<file path="src/rtl/vx_vec_scoreboard_pkg.sv">
// Shared issue-stage types: scoreboard payload, register index widths
// and the register bank layout (int 0-31, fp 32-63, vector 64-95).
package VX_gpu_pkg;

    localparam int NUM_WARPS    = 4;
    localparam int NUM_REGS     = 96;
    localparam int MAX_GROUP    = 8;
    localparam int NUM_THREADS  = 4;

    localparam int WIS_W   = (NUM_WARPS > 1) ? $clog2(NUM_WARPS) : 1;
    localparam int NR_BITS = $clog2(NUM_REGS);

    localparam int REG_INT_BASE = 0;
    localparam int REG_FP_BASE  = 32;
    localparam int REG_VEC_BASE = 64;

    typedef struct packed {
        logic [31:0]          uuid;
        logic [WIS_W-1:0]     wis;
        logic [NUM_THREADS-1:0] tmask;
        logic [31:0]          PC;
        logic [2:0]           ex_type;
        logic [3:0]           op_type;
        logic [7:0]           op_args;
        logic                 wb;
        logic [NR_BITS-1:0]   rd;
        logic [NR_BITS-1:0]   rs1;
        logic [NR_BITS-1:0]   rs2;
        logic [NR_BITS-1:0]   rs3;
        logic [NR_BITS-1:0]   vd;
        logic [NR_BITS-1:0]   vd_n;
        logic [NR_BITS-1:0]   vs1_n;
        logic [NR_BITS-1:0]   vs2_n;
    } sb_data_t;

    localparam int SB_DATAW = $bits(sb_data_t);

    // A non-zero vd_n marks a vector op whose destination is the vd group.
    function automatic logic is_vector_dest(input logic [NR_BITS-1:0] vd_n);
        return (vd_n != '0);
    endfunction

endpackage

</file>
<file path="src/rtl/vx_vec_scoreboard_if.sv">
// Valid/ready payload channel used both from the instruction buffer and
// towards the operand collector.
interface vx_vec_scoreboard_if;
    import VX_gpu_pkg::*;

    logic     valid;
    sb_data_t data;
    logic     ready;

    modport master (output valid, output data, input  ready);
    modport slave  (input  valid, input  data, output ready);

endinterface

</file>
<file path="src/rtl/vx_reg_group_mask.sv">
// Expands a register group (base, count) into a one-hot-per-register mask.
// Count 0 means one register, counts above MAX_GROUP are clamped, and
// indices past the end of the register file are dropped (no wrap).
module vx_reg_group_mask #(
    parameter int NUM_REGS  = 96,
    parameter int MAX_GROUP = 8,
    parameter int NR_BITS   = 7
) (
    input  logic [NR_BITS-1:0]  base,
    input  logic [NR_BITS-1:0]  n,
    output logic [NUM_REGS-1:0] mask
);

    int unsigned cnt;

    // Clamp the count, then select every register in [base, base+cnt).
    always_comb begin
        if (n == '0) begin
            cnt = 1;
        end else if (32'(n) > MAX_GROUP) begin
            cnt = MAX_GROUP;
        end else begin
            cnt = 32'(n);
        end
        mask = '0;
        for (int unsigned i = 0; i < NUM_REGS; i++) begin
            mask[i] = (i >= 32'(base)) && (i < 32'(base) + cnt);
        end
    end

endmodule

</file>
<file path="src/rtl/vx_vec_scoreboard.sv">
// Issue-stage scoreboard: stages one instruction, holds it while any of its
// source or destination registers has a write pending in its warp, then
// forwards it unchanged. Pending bits are set on issue and cleared by
// writeback releases.
module vx_vec_scoreboard
    import VX_gpu_pkg::*;
#(
    parameter int NUM_WARPS = VX_gpu_pkg::NUM_WARPS,
    parameter int NUM_REGS  = VX_gpu_pkg::NUM_REGS,
    parameter int MAX_GROUP = VX_gpu_pkg::MAX_GROUP
) (
    input  logic                clk,
    input  logic                reset_n,
    vx_vec_scoreboard_if.slave  in_if,
    vx_vec_scoreboard_if.master out_if,
    input  logic                wb_valid,
    input  logic [WIS_W-1:0]    wb_wis,
    input  logic [NR_BITS-1:0]  wb_rd,
    input  logic [NR_BITS-1:0]  wb_rd_n,
    output logic [31:0]         perf_stalls
);

    // x0 is hardwired and never participates in hazards.
    localparam logic [NUM_REGS-1:0] NOT_X0 = ~NUM_REGS'(1);

    logic                stage_valid;
    sb_data_t            stage_data;
    logic [NUM_REGS-1:0] pend [NUM_WARPS];

    logic [NUM_REGS-1:0] rs1_mask, rs2_mask, rs3_mask, dst_raw, rel_mask;
    logic [NUM_REGS-1:0] src_mask, dst_mask, pend_cur;
    logic [NR_BITS-1:0]  dst_base, dst_n;
    logic                hazard, out_fire;

    assign dst_base = is_vector_dest(stage_data.vd_n) ? stage_data.vd   : stage_data.rd;
    assign dst_n    = is_vector_dest(stage_data.vd_n) ? stage_data.vd_n : NR_BITS'(1);

    vx_reg_group_mask #(.NUM_REGS(NUM_REGS), .MAX_GROUP(MAX_GROUP), .NR_BITS(NR_BITS))
        u_rs1 (.base(stage_data.rs1), .n(stage_data.vs1_n), .mask(rs1_mask));
    vx_reg_group_mask #(.NUM_REGS(NUM_REGS), .MAX_GROUP(MAX_GROUP), .NR_BITS(NR_BITS))
        u_rs2 (.base(stage_data.rs2), .n(stage_data.vs2_n), .mask(rs2_mask));
    vx_reg_group_mask #(.NUM_REGS(NUM_REGS), .MAX_GROUP(MAX_GROUP), .NR_BITS(NR_BITS))
        u_rs3 (.base(stage_data.rs3), .n(NR_BITS'(1)), .mask(rs3_mask));
    vx_reg_group_mask #(.NUM_REGS(NUM_REGS), .MAX_GROUP(MAX_GROUP), .NR_BITS(NR_BITS))
        u_dst (.base(dst_base), .n(dst_n), .mask(dst_raw));
    vx_reg_group_mask #(.NUM_REGS(NUM_REGS), .MAX_GROUP(MAX_GROUP), .NR_BITS(NR_BITS))
        u_rel (.base(wb_rd), .n(wb_rd_n), .mask(rel_mask));

    assign src_mask = (rs1_mask | rs2_mask | rs3_mask) & NOT_X0;
    assign dst_mask = stage_data.wb ? (dst_raw & NOT_X0) : '0;

    // Select the pending row of the staged instruction's warp.
    always_comb begin
        pend_cur = '0;
        for (int unsigned w = 0; w < NUM_WARPS; w++) begin
            if (stage_data.wis == WIS_W'(w)) begin
                pend_cur = pend[w];
            end
        end
    end

    assign hazard       = stage_valid && (|((src_mask | dst_mask) & pend_cur));
    assign out_if.valid = stage_valid && !hazard;
    assign out_if.data  = stage_data;
    assign out_fire     = out_if.valid && out_if.ready;
    assign in_if.ready  = !stage_valid || out_fire;

    // Staging register: load on accept, empty on fire without refill.
    always_ff @(posedge clk or negedge reset_n) begin
        if (!reset_n) begin
            stage_valid <= 1'b0;
            stage_data  <= '0;
        end else if (in_if.valid && in_if.ready) begin
            stage_valid <= 1'b1;
            stage_data  <= in_if.data;
        end else if (out_fire) begin
            stage_valid <= 1'b0;
        end
    end

    // Pending table: clear releases, then set issued destinations (set wins).
    always_ff @(posedge clk or negedge reset_n) begin
        if (!reset_n) begin
            for (int unsigned w = 0; w < NUM_WARPS; w++) begin
                pend[w] <= '0;
            end
        end else begin
            for (int unsigned w = 0; w < NUM_WARPS; w++) begin
                pend[w] <= (pend[w] & ~((wb_valid && wb_wis == WIS_W'(w)) ? rel_mask : '0))
                         | ((out_fire && stage_data.wis == WIS_W'(w)) ? dst_mask : '0);
            end
        end
    end

    // Saturating count of cycles spent holding a hazarded instruction.
    always_ff @(posedge clk or negedge reset_n) begin
        if (!reset_n) begin
            perf_stalls <= '0;
        end else if (hazard && perf_stalls != '1) begin
            perf_stalls <= perf_stalls + 32'd1;
        end
    end

endmodule
</file>
<file path="src/flat_wrapper.sv">
// flat-port wrapper written by rule: the top's interface ports become plain ports
module vx_vec_scoreboard_flat import VX_gpu_pkg::*;
#(
    parameter int NUM_WARPS = VX_gpu_pkg::NUM_WARPS,
    parameter int NUM_REGS  = VX_gpu_pkg::NUM_REGS,
    parameter int MAX_GROUP = VX_gpu_pkg::MAX_GROUP
)
  (clk, reset_n, wb_valid, wb_wis, wb_rd, wb_rd_n, perf_stalls, in_if_valid, in_if_data, in_if_ready, out_if_valid, out_if_data, out_if_ready);
  vx_vec_scoreboard_if in_if_i ();
  vx_vec_scoreboard_if out_if_i ();
  input  logic clk;
  input  logic reset_n;
  input  logic wb_valid;
  input  logic [WIS_W-1:0] wb_wis;
  input  logic [NR_BITS-1:0] wb_rd;
  input  logic [NR_BITS-1:0] wb_rd_n;
  output logic [31:0] perf_stalls;
  input wire logic [$bits(in_if_i.valid)-1:0] in_if_valid;
  input wire logic [$bits(in_if_i.data)-1:0] in_if_data;
  output wire logic [$bits(in_if_i.ready)-1:0] in_if_ready;
  output wire logic [$bits(out_if_i.valid)-1:0] out_if_valid;
  output wire logic [$bits(out_if_i.data)-1:0] out_if_data;
  input wire logic [$bits(out_if_i.ready)-1:0] out_if_ready;
  assign in_if_i.valid = in_if_valid;
  assign in_if_i.data = in_if_data;
  assign in_if_ready = in_if_i.ready;
  assign out_if_valid = out_if_i.valid;
  assign out_if_data = out_if_i.data;
  assign out_if_i.ready = out_if_ready;
  vx_vec_scoreboard #(.NUM_WARPS(NUM_WARPS), .NUM_REGS(NUM_REGS), .MAX_GROUP(MAX_GROUP)) u_core (.clk(clk), .reset_n(reset_n), .in_if(in_if_i), .out_if(out_if_i), .wb_valid(wb_valid), .wb_wis(wb_wis), .wb_rd(wb_rd), .wb_rd_n(wb_rd_n), .perf_stalls(perf_stalls));
endmodule
</file>
<file path="config.mk">
export PLATFORM = sky130hd
export DESIGN_NAME = vx_vec_scoreboard_flat
export DESIGN_NICKNAME = d
export VERILOG_FILES = /design/src/rtl/vx_vec_scoreboard_pkg.sv /design/src/rtl/vx_vec_scoreboard_if.sv /design/src/rtl/vx_reg_group_mask.sv /design/src/rtl/vx_vec_scoreboard.sv /design/src/flat_wrapper.sv
export SDC_FILE = /design/constraint.sdc
export NUM_CORES = 2
export LEC_CHECK = 0
export BUFFER_PORTS_ARGS = -buffer_cell sky130_fd_sc_hd__buf_4
export CAP_MARGIN = 10
export CELL_PAD_IN_SITES_DETAIL_PLACEMENT = 1
export CELL_PAD_IN_SITES_GLOBAL_PLACEMENT = 1
export CORE_MARGIN = 4
export CORE_UTILIZATION = 45
export CTS_CLUSTER_SIZE = 20
export DETAILED_ROUTE_END_ITERATION = 16
export PLACE_DENSITY_LB_ADDON = 0.1
export SLEW_MARGIN = 5
export SYNTH_ARGS = -nofsm -noshare
export SYNTH_HDL_FRONTEND = slang
export SYNTH_SLANG_ARGS = --single-unit
</file>
<file path="constraint.sdc">
create_clock -name clk -period 8.2 [get_ports clk]
set_clock_uncertainty 0.1 [all_clocks]
set_input_delay 0.82 -clock clk [delete_from_list [all_inputs] [get_ports clk]]
set_output_delay 0.82 -clock clk [all_outputs]
set_load 0.02 [all_outputs]
</file>
; ---- Word-level counts from Yosys, hierarchy flattened
; Index checks and enable logic that the tools add are counted.
[totals]
inputBits = 163
regBits = 559
[classes]
reduce_logical = 504
bitwise_logic = 16
n_eq_ne = 7
muxes = 25
addsub = 6
order_cmp = 962
[op_table]
columns = op, count
row1 = $lt A6 B32 Y1 const A, 160
row2 = $lt A7 B32 Y1 const A, 159
row3 = $lt A5 B32 Y1 const A, 80
row4 = $lt A4 B32 Y1 const A, 40
row5 = $mux W96, 13
row6 = $ge A6 B7 Y1 const A, 160
row7 = $ge A7 B7 Y1 const A, 160
row8 = $or A96 B96 Y96, 7
row9 = $lt A3 B32 Y1 const A, 20
row10 = $ge A5 B7 Y1 const A, 80
row11 = $logic_and A1 B1 Y1, 492
row12 = $and A96 B96 Y96, 5
row13 = $not A96 Y96, 4
row14 = $lt A2 B32 Y1 const A, 10
row15 = $lt A1 B32 Y1 const A, 9
row16 = $ge A4 B7 Y1 const A, 40
row17 = $ge A3 B7 Y1 const A, 20
row18 = $add A7 B32 Y32, 4
row19 = $reduce_or A96 Y1, 1
row20 = $ge A2 B7 Y1 const A, 10
row21 = $mux W7, 10
row22 = $ge A1 B7 Y1 const A, 9
row23 = $add A32 B1 Y32 const B, 1
row24 = $ne A32 B32 Y1 const B, 1
row25 = 12 further kinds, 25

; ---- Logic depth before layout (Yosys ltp)
[depth]
word_depth = 19
ltp_mapped = 29

; ---- Hierarchy
; Synthesis repeated with hierarchy kept, for this count alone.
[hier_totals]
hier_cells = 4528
area_unflattened_um2 = 38553.2
[modules_own_cells]
columns = module, area_each_um2, cells_per_inst, seq_area_each_um2, instances
row1 = vx_vec_scoreboard, 25949.9, 2497, 13888.3, 1
row2 = vx_reg_group_mask at u_core.u_rs1 ..., 2516.2, 411, 0.0, 3
row3 = vx_reg_group_mask at u_core.u_dst ..., 2527.4, 399, 0.0, 2

; ---- Worst setup path after synthesis
; No wires, ideal clock.
[synth_path]
path_kind = register to register
from = register u_core.stage_data, in the netlist u_core.out_if.data[17]
to = register u_core.stage_data, in the netlist u_core.out_if.data[100]
slack_ns = 1.421
n_path_buf = 8
arrival_time_ns = 6.554
path_stages_with_launch = 29
t_required_ns = 7.975
setup_time_ns = 0.125
cell_sequence = dfrtp_1 -> nor4_1 -> clkbuf_1 -> nand2_1 -> clkbuf_1 -> clkbuf_1 -> clkbuf_1 -> nand2_1 -> nand2_1 -> ha_1 -> fa_1 -> clkbuf_1 -> a21o_1 -> a211oi_2 -> nor2_1 -> buf_2 -> or3_1 -> a31oi_1 -> a31oi_1 -> a2111o_1 -> a2111oi_0 -> nand4_1 -> nor4_2 -> nand3_1 -> nand2_1 -> nand2_1 -> buf_2 -> buf_2 -> mux2_2
[synth_via]
elab_chain_cells = 18
word_cells_on_any_way = 303
cone_classes = 1 x add/sub / 191 x order compare / 5 x mux / 2 x bitwise / 104 x reduce/logical
[synth_rtl]
columns = item, line
row1 = start: declaration, vx_vec_scoreboard.sv:27  ; sb_data_t stage_data;
row2 = start signal: assignment, vx_vec_scoreboard.sv:75  ; stage_data <= in_if.data;
row3 = $reduce_bool A7 Y1, vx_vec_scoreboard_pkg.sv:40  ; return (vd_n != '0);
row4 = $mux W7, vx_vec_scoreboard.sv:36  ; assign dst_n = is_vector_dest(stage_data.vd_n) ? stage_data.vd_n : NR_BITS'(1);
row5 = $gt A7 B4 Y1, vx_reg_group_mask.sv:20  ; end else if (32'(n) > MAX_GROUP) begin
row6 = $mux W7, vx_reg_group_mask.sv:20
row7 = $mux W7, vx_reg_group_mask.sv:18  ; if (n == '0) begin
row8 = $add A7 B32 Y32, vx_reg_group_mask.sv:27  ; mask[i] = (i >= 32'(base)) && (i < 32'(base) + cnt);
row9 = "$lt A1 B32 Y1, or another cell as far along", vx_reg_group_mask.sv:27
row10 = $logic_and A1 B1 Y1, vx_reg_group_mask.sv:27
row11 = [3 not listed], -
row12 = $reduce_or A96 Y1 *, vx_vec_scoreboard.sv:62  ; assign hazard = stage_valid && (|((src_mask | dst_mask) & pend_cur));
row13 = $logic_and A1 B1 Y1 *, vx_vec_scoreboard.sv:62
row14 = $logic_not A1 Y1 *, vx_vec_scoreboard.sv:63  ; assign out_if.valid = stage_valid && !hazard;
row15 = $logic_and A1 B1 Y1 *, vx_vec_scoreboard.sv:63
row16 = $logic_and A1 B1 Y1 *, vx_vec_scoreboard.sv:65  ; assign out_fire = out_if.valid && out_if.ready;
row17 = $logic_or A1 B1 Y1 *, vx_vec_scoreboard.sv:66  ; assign in_if.ready = !stage_valid || out_fire;
row18 = net in_if_ready, flat_wrapper.sv:20  ; output wire logic [$bits(in_if_i.ready)-1:0] in_if_ready;
row19 = $logic_and A1 B1 Y1 *, vx_vec_scoreboard.sv:73  ; end else if (in_if.valid && in_if.ready) begin
; The timed path passes the listed nets; every way through them passes the cells marked *.
; A chain may end at the register's enable or synchronous reset.

; ---- Worst setup path in the final report
[layout_path]
from = register u_core.stage_data, in the netlist u_core.out_if.data[17]
to = output in_if_ready
[layout_via]
elab_chain_cells = 17
word_cells_on_any_way = 302
cone_classes = 1 x add/sub / 191 x order compare / 5 x mux / 2 x bitwise / 103 x reduce/logical
[layout_rtl]
columns = item, line
row1 = $reduce_bool A7 Y1, vx_vec_scoreboard_pkg.sv:40
row2 = $mux W7, vx_vec_scoreboard.sv:36
row3 = $gt A7 B4 Y1, vx_reg_group_mask.sv:20
row4 = $mux W7, vx_reg_group_mask.sv:20
row5 = $mux W7, vx_reg_group_mask.sv:18
row6 = $add A7 B32 Y32, vx_reg_group_mask.sv:27
row7 = "$lt A1 B32 Y1, or another cell as far along", vx_reg_group_mask.sv:27
row8 = $logic_and A1 B1 Y1, vx_reg_group_mask.sv:27
row9 = $mux W96 *, vx_vec_scoreboard.sv:50  ; assign dst_mask = stage_data.wb ? (dst_raw & NOT_X0) : '0;
row10 = $or A96 B96 Y96 *, vx_vec_scoreboard.sv:62
row11 = $and A96 B96 Y96 *, vx_vec_scoreboard.sv:62
row12 = $reduce_or A96 Y1 *, vx_vec_scoreboard.sv:62
row13 = $logic_and A1 B1 Y1 *, vx_vec_scoreboard.sv:62
row14 = $logic_not A1 Y1 *, vx_vec_scoreboard.sv:63
row15 = $logic_and A1 B1 Y1 *, vx_vec_scoreboard.sv:63
row16 = $logic_and A1 B1 Y1 *, vx_vec_scoreboard.sv:65
row17 = $logic_or A1 B1 Y1 *, vx_vec_scoreboard.sv:66
row18 = end: declaration, flat_wrapper.sv:20
; Mark *: on every way between the ends. The rest lies on a longest branch, timed or not.

==> flow_summary.toml <==
[clock_network]
cts_tree = "yes"
path_clk_slew_ns = 0.06
clockBufferDepth = 3
clock-root-buffer = "clkbuf_16"
clkSinkCount = 555
cts_made_buffers = 60
clock_latency_ns = 0.71
htreeDepth = 2

[yosys]
synthCells = 4287
ys_seq_area_frac = 0.372
syn_area_um2 = 37300
netlist_top_cells_area = "dfrtp_1 37%, o21ai_0 13%, mux4_2 5.7%"
yosys_warnings = 0
synth-edff-count = 0
yosysTopAreaCellShare = 0.372
syn_avg_cell_area_um2 = 8.71
async_flop_share = 1.00
yosys.cell_types.count = 97
yosysTopAreaCell = "dfrtp_1"
synth_top_flop_cell = "dfrtp_1"
ys_ff_latch = 555

[worst_setup_path]
cp_data_arrival_time_ns = 7.09
crit_chain = "nor4_2 > inv_2 > nor2_4 > mux2_2 > ha_1 > buf_4 > nor2_1 > nor3b_2 > nor4_1 > o221ai_1 > o21ai_0 > o31a_1 > a2111oi_0 > nand4_1 > nor4_2 > buf_4 > nand3_1 > nand2_1 > buf_4"
max_stage_delay_ns = 0.72
crit_top_cell = "buf_4"
worstSetupPathType = "flip-flop to output pin"
crit_path_end_kind = "output pin"
start_kind = "flip-flop"
cp_slowest_cell = "o221ai_1"
worstPathRequired_ns = 7.28
path_delay_family = "simple AND/OR/NAND/NOR gates"
cp.buffers_inverters = 4
critPathMaxFanout = 15

[layout]
final_cell_mix = "987 x o21ai_0, 553 x dfrtp_1, 523 x buf_4"
final_common_cell = "o21ai_0"
nets = 4728
area_growth_syn_to_layout_pct = 16.9
design_area_um2 = 43700
final_layout_size_suffix_gt1_frac = 0.222

[sta]
slew_headroom = 0.127
max_freq_mhz = 125
tns_ns = 0
finalCritPeriodShare = 0.977
hold_viol_final = 0
worst_pin_slew_ns = 1.30
slew_violations = 0
fin_crit_ns = 8.01
setup_viol = 0
grt_setup_unrepaired = "no"

[hold_path]
hold_class = "primary input to async pin"

[routing]
dr.first_iter.drc_count = 5828
first_pass_iters = 6
ant_nets = 0
drc = 0
routed_via_density = 7.30
wire_per_inst_um = 36.7
vias = 41300
routed_wl_um = 208000

[placement]
portBuffers = 338
finalWeightedCongestion = 1.14
placement.cell_area_um2 = 41400
dp_hpwl_um = 154000

[global_routing]
grt_max_degree = 169
grt_pass1_wl_um = 293000
grt-ovfl-total = 0
grt_usage = 0.457
grt_antenna_before_repair = 17
grt_pass1_vias = 40200

[die]
fp.dieArea_um2 = 87600
die_height_um = 296
coreArea_um2 = 82100
num_rows = 105
start_util = 0.455
top_level_ports = 339
chipWidth_um = 296

[status]
status = "completed"

[flow_run]
maxCapViolCount = 0
==> path summary, 6_finish.rpt <==
path	startpoint	end	slack, ns	depth (start not counted)
setup / recovery	u_core.out_if.data[17]$_DFFE_PN0P_	in_if_ready	0.19	19
hold / removal	reset_n	u_core.perf_stalls[2]$_DFFE_PN0P_	0.04	1
setup reg to reg	u_core.out_if.data[17]$_DFFE_PN0P_	u_core.out_if.data[113]$_DFFE_PN0P_	0.67	23
hold reg to reg	u_core.perf_stalls[8]$_DFFE_PN0P_	u_core.perf_stalls[8]$_DFFE_PN0P_	0.40	1
max in group asynchronous	reset_n	u_core.pend[75]$_DFF_PN0_	6.46	2
min in group clk	in_if_valid	u_core.stage_valid$_DFFE_PN0P_	0.26	2
==> repair_timing <==
action	in CTS	in global routing
pin swaps	0	5
hold buffers	0	0
setup buffers	0	9
endpoints found under the hold margin	0	0
endpoints found under the setup margin	2	2
gates resized for setup	2	11
==> worst reg2reg max path: cells and delay by family (launching register included) <==
| family | cells | cell delay (ns) |
|---|---|---|
| mux | 3 | 1.42 |
| simple gates | 8 | 1.51 |
| buf+inv | 5 | 0.97 |
| fa+ha+maj | 1 | 0.31 |
| flops | 1 | 0.41 |
| compound gates | 6 | 2.70 |
==> flip-flops by register name, summed over array words and instances (netlist names) <==
| name | flops |
|---|---|
| u_core.stage_valid | 1 |
| u_core.out_if.data | 142 |
| u_core.pend | 380 |
| u_core.perf_stalls | 32 |
==> cells by family (layout without fill, tap and decap cells) <==
| kind of cell | after synthesis | count (layout) | synth area share |
|---|---|---|---|
| buffers and inverters | 435 | 713 | 0.0468 |
| AND/OR/NAND/NOR | 1085 | 1085 | 0.142 |
| flip-flops | 555 | 555 | 0.372 |
| adder cells (fa/ha/maj) | 37 | 37 | 0.0132 |
| AO/OA/AOI/OAI | 1864 | 1864 | 0.308 |
| other | 1 | 18 | 0.000100 |
| XOR/XNOR | 62 | 62 | 0.0147 |
| multiplexers | 248 | 248 | 0.103 |
==> synthesized netlist by cell type (38+ instances only) <==
| library cell | instances |
|---|---|
| nand2b_1 | 42 |
| mux4_2 | 95 |
| o21ai_0 | 992 |
| nand2_1 | 299 |
| nand4_1 | 53 |
| dfrtp_1 | 555 |
| nor2_1 | 250 |
| clkbuf_1 | 300 |
| a21oi_1 | 182 |
| nand3_1 | 118 |
| nor3_1 | 76 |
| o211ai_1 | 109 |
| buf_2 | 38 |
| a211oi_1 | 48 |
| o21ai_2 | 49 |
| a31oi_1 | 56 |
| xnor2_1 | 46 |
| mux2_2 | 147 |
| inv_1 | 62 |
| and2_1 | 47 |
| and3_1 | 41 |
==> through the flow <==
stage	util	hold slack, ns	instances	worst slack, ns
6_report	0.532	0.0400	5652	0.192
5_1_grt	0.531	0.0876	5646	0.00633
4_1_cts	0.530	0.0732	5637	0.0236
3_5_place_dp	0.505	0.388	5527	0.422
3_3_place_gp	0.505	0.381	5527	0.756
2_1_floorplan	-	0.364	4298	1.42
==> cell type report <==
type / count / area (µm²)
fillers: 9555 / 38500
multi-input cells: 3308 / 21900
flip-flops and latches: 555 / 13900
repair buffers: 536 / 4180
clock buffers: 87 / 1700
well taps: 1070 / 1340
clock inverters: 23 / 369
inverters: 67 / 251
diodes: 6 / 15.0
==> per-layer routing <==
metal,part of all wire,track usage,up-vias
met4,0.085,0.299,18
li1,-,-,16700
met1,0.36,0.571,20800
met2,0.43,0.672,2928
met3,0.12,0.158,805
met5,0.0015,0.0157,-
Power is not shown: default switching activity piles up to over one toggle a cycle in this logic, so the estimate is an artifact.
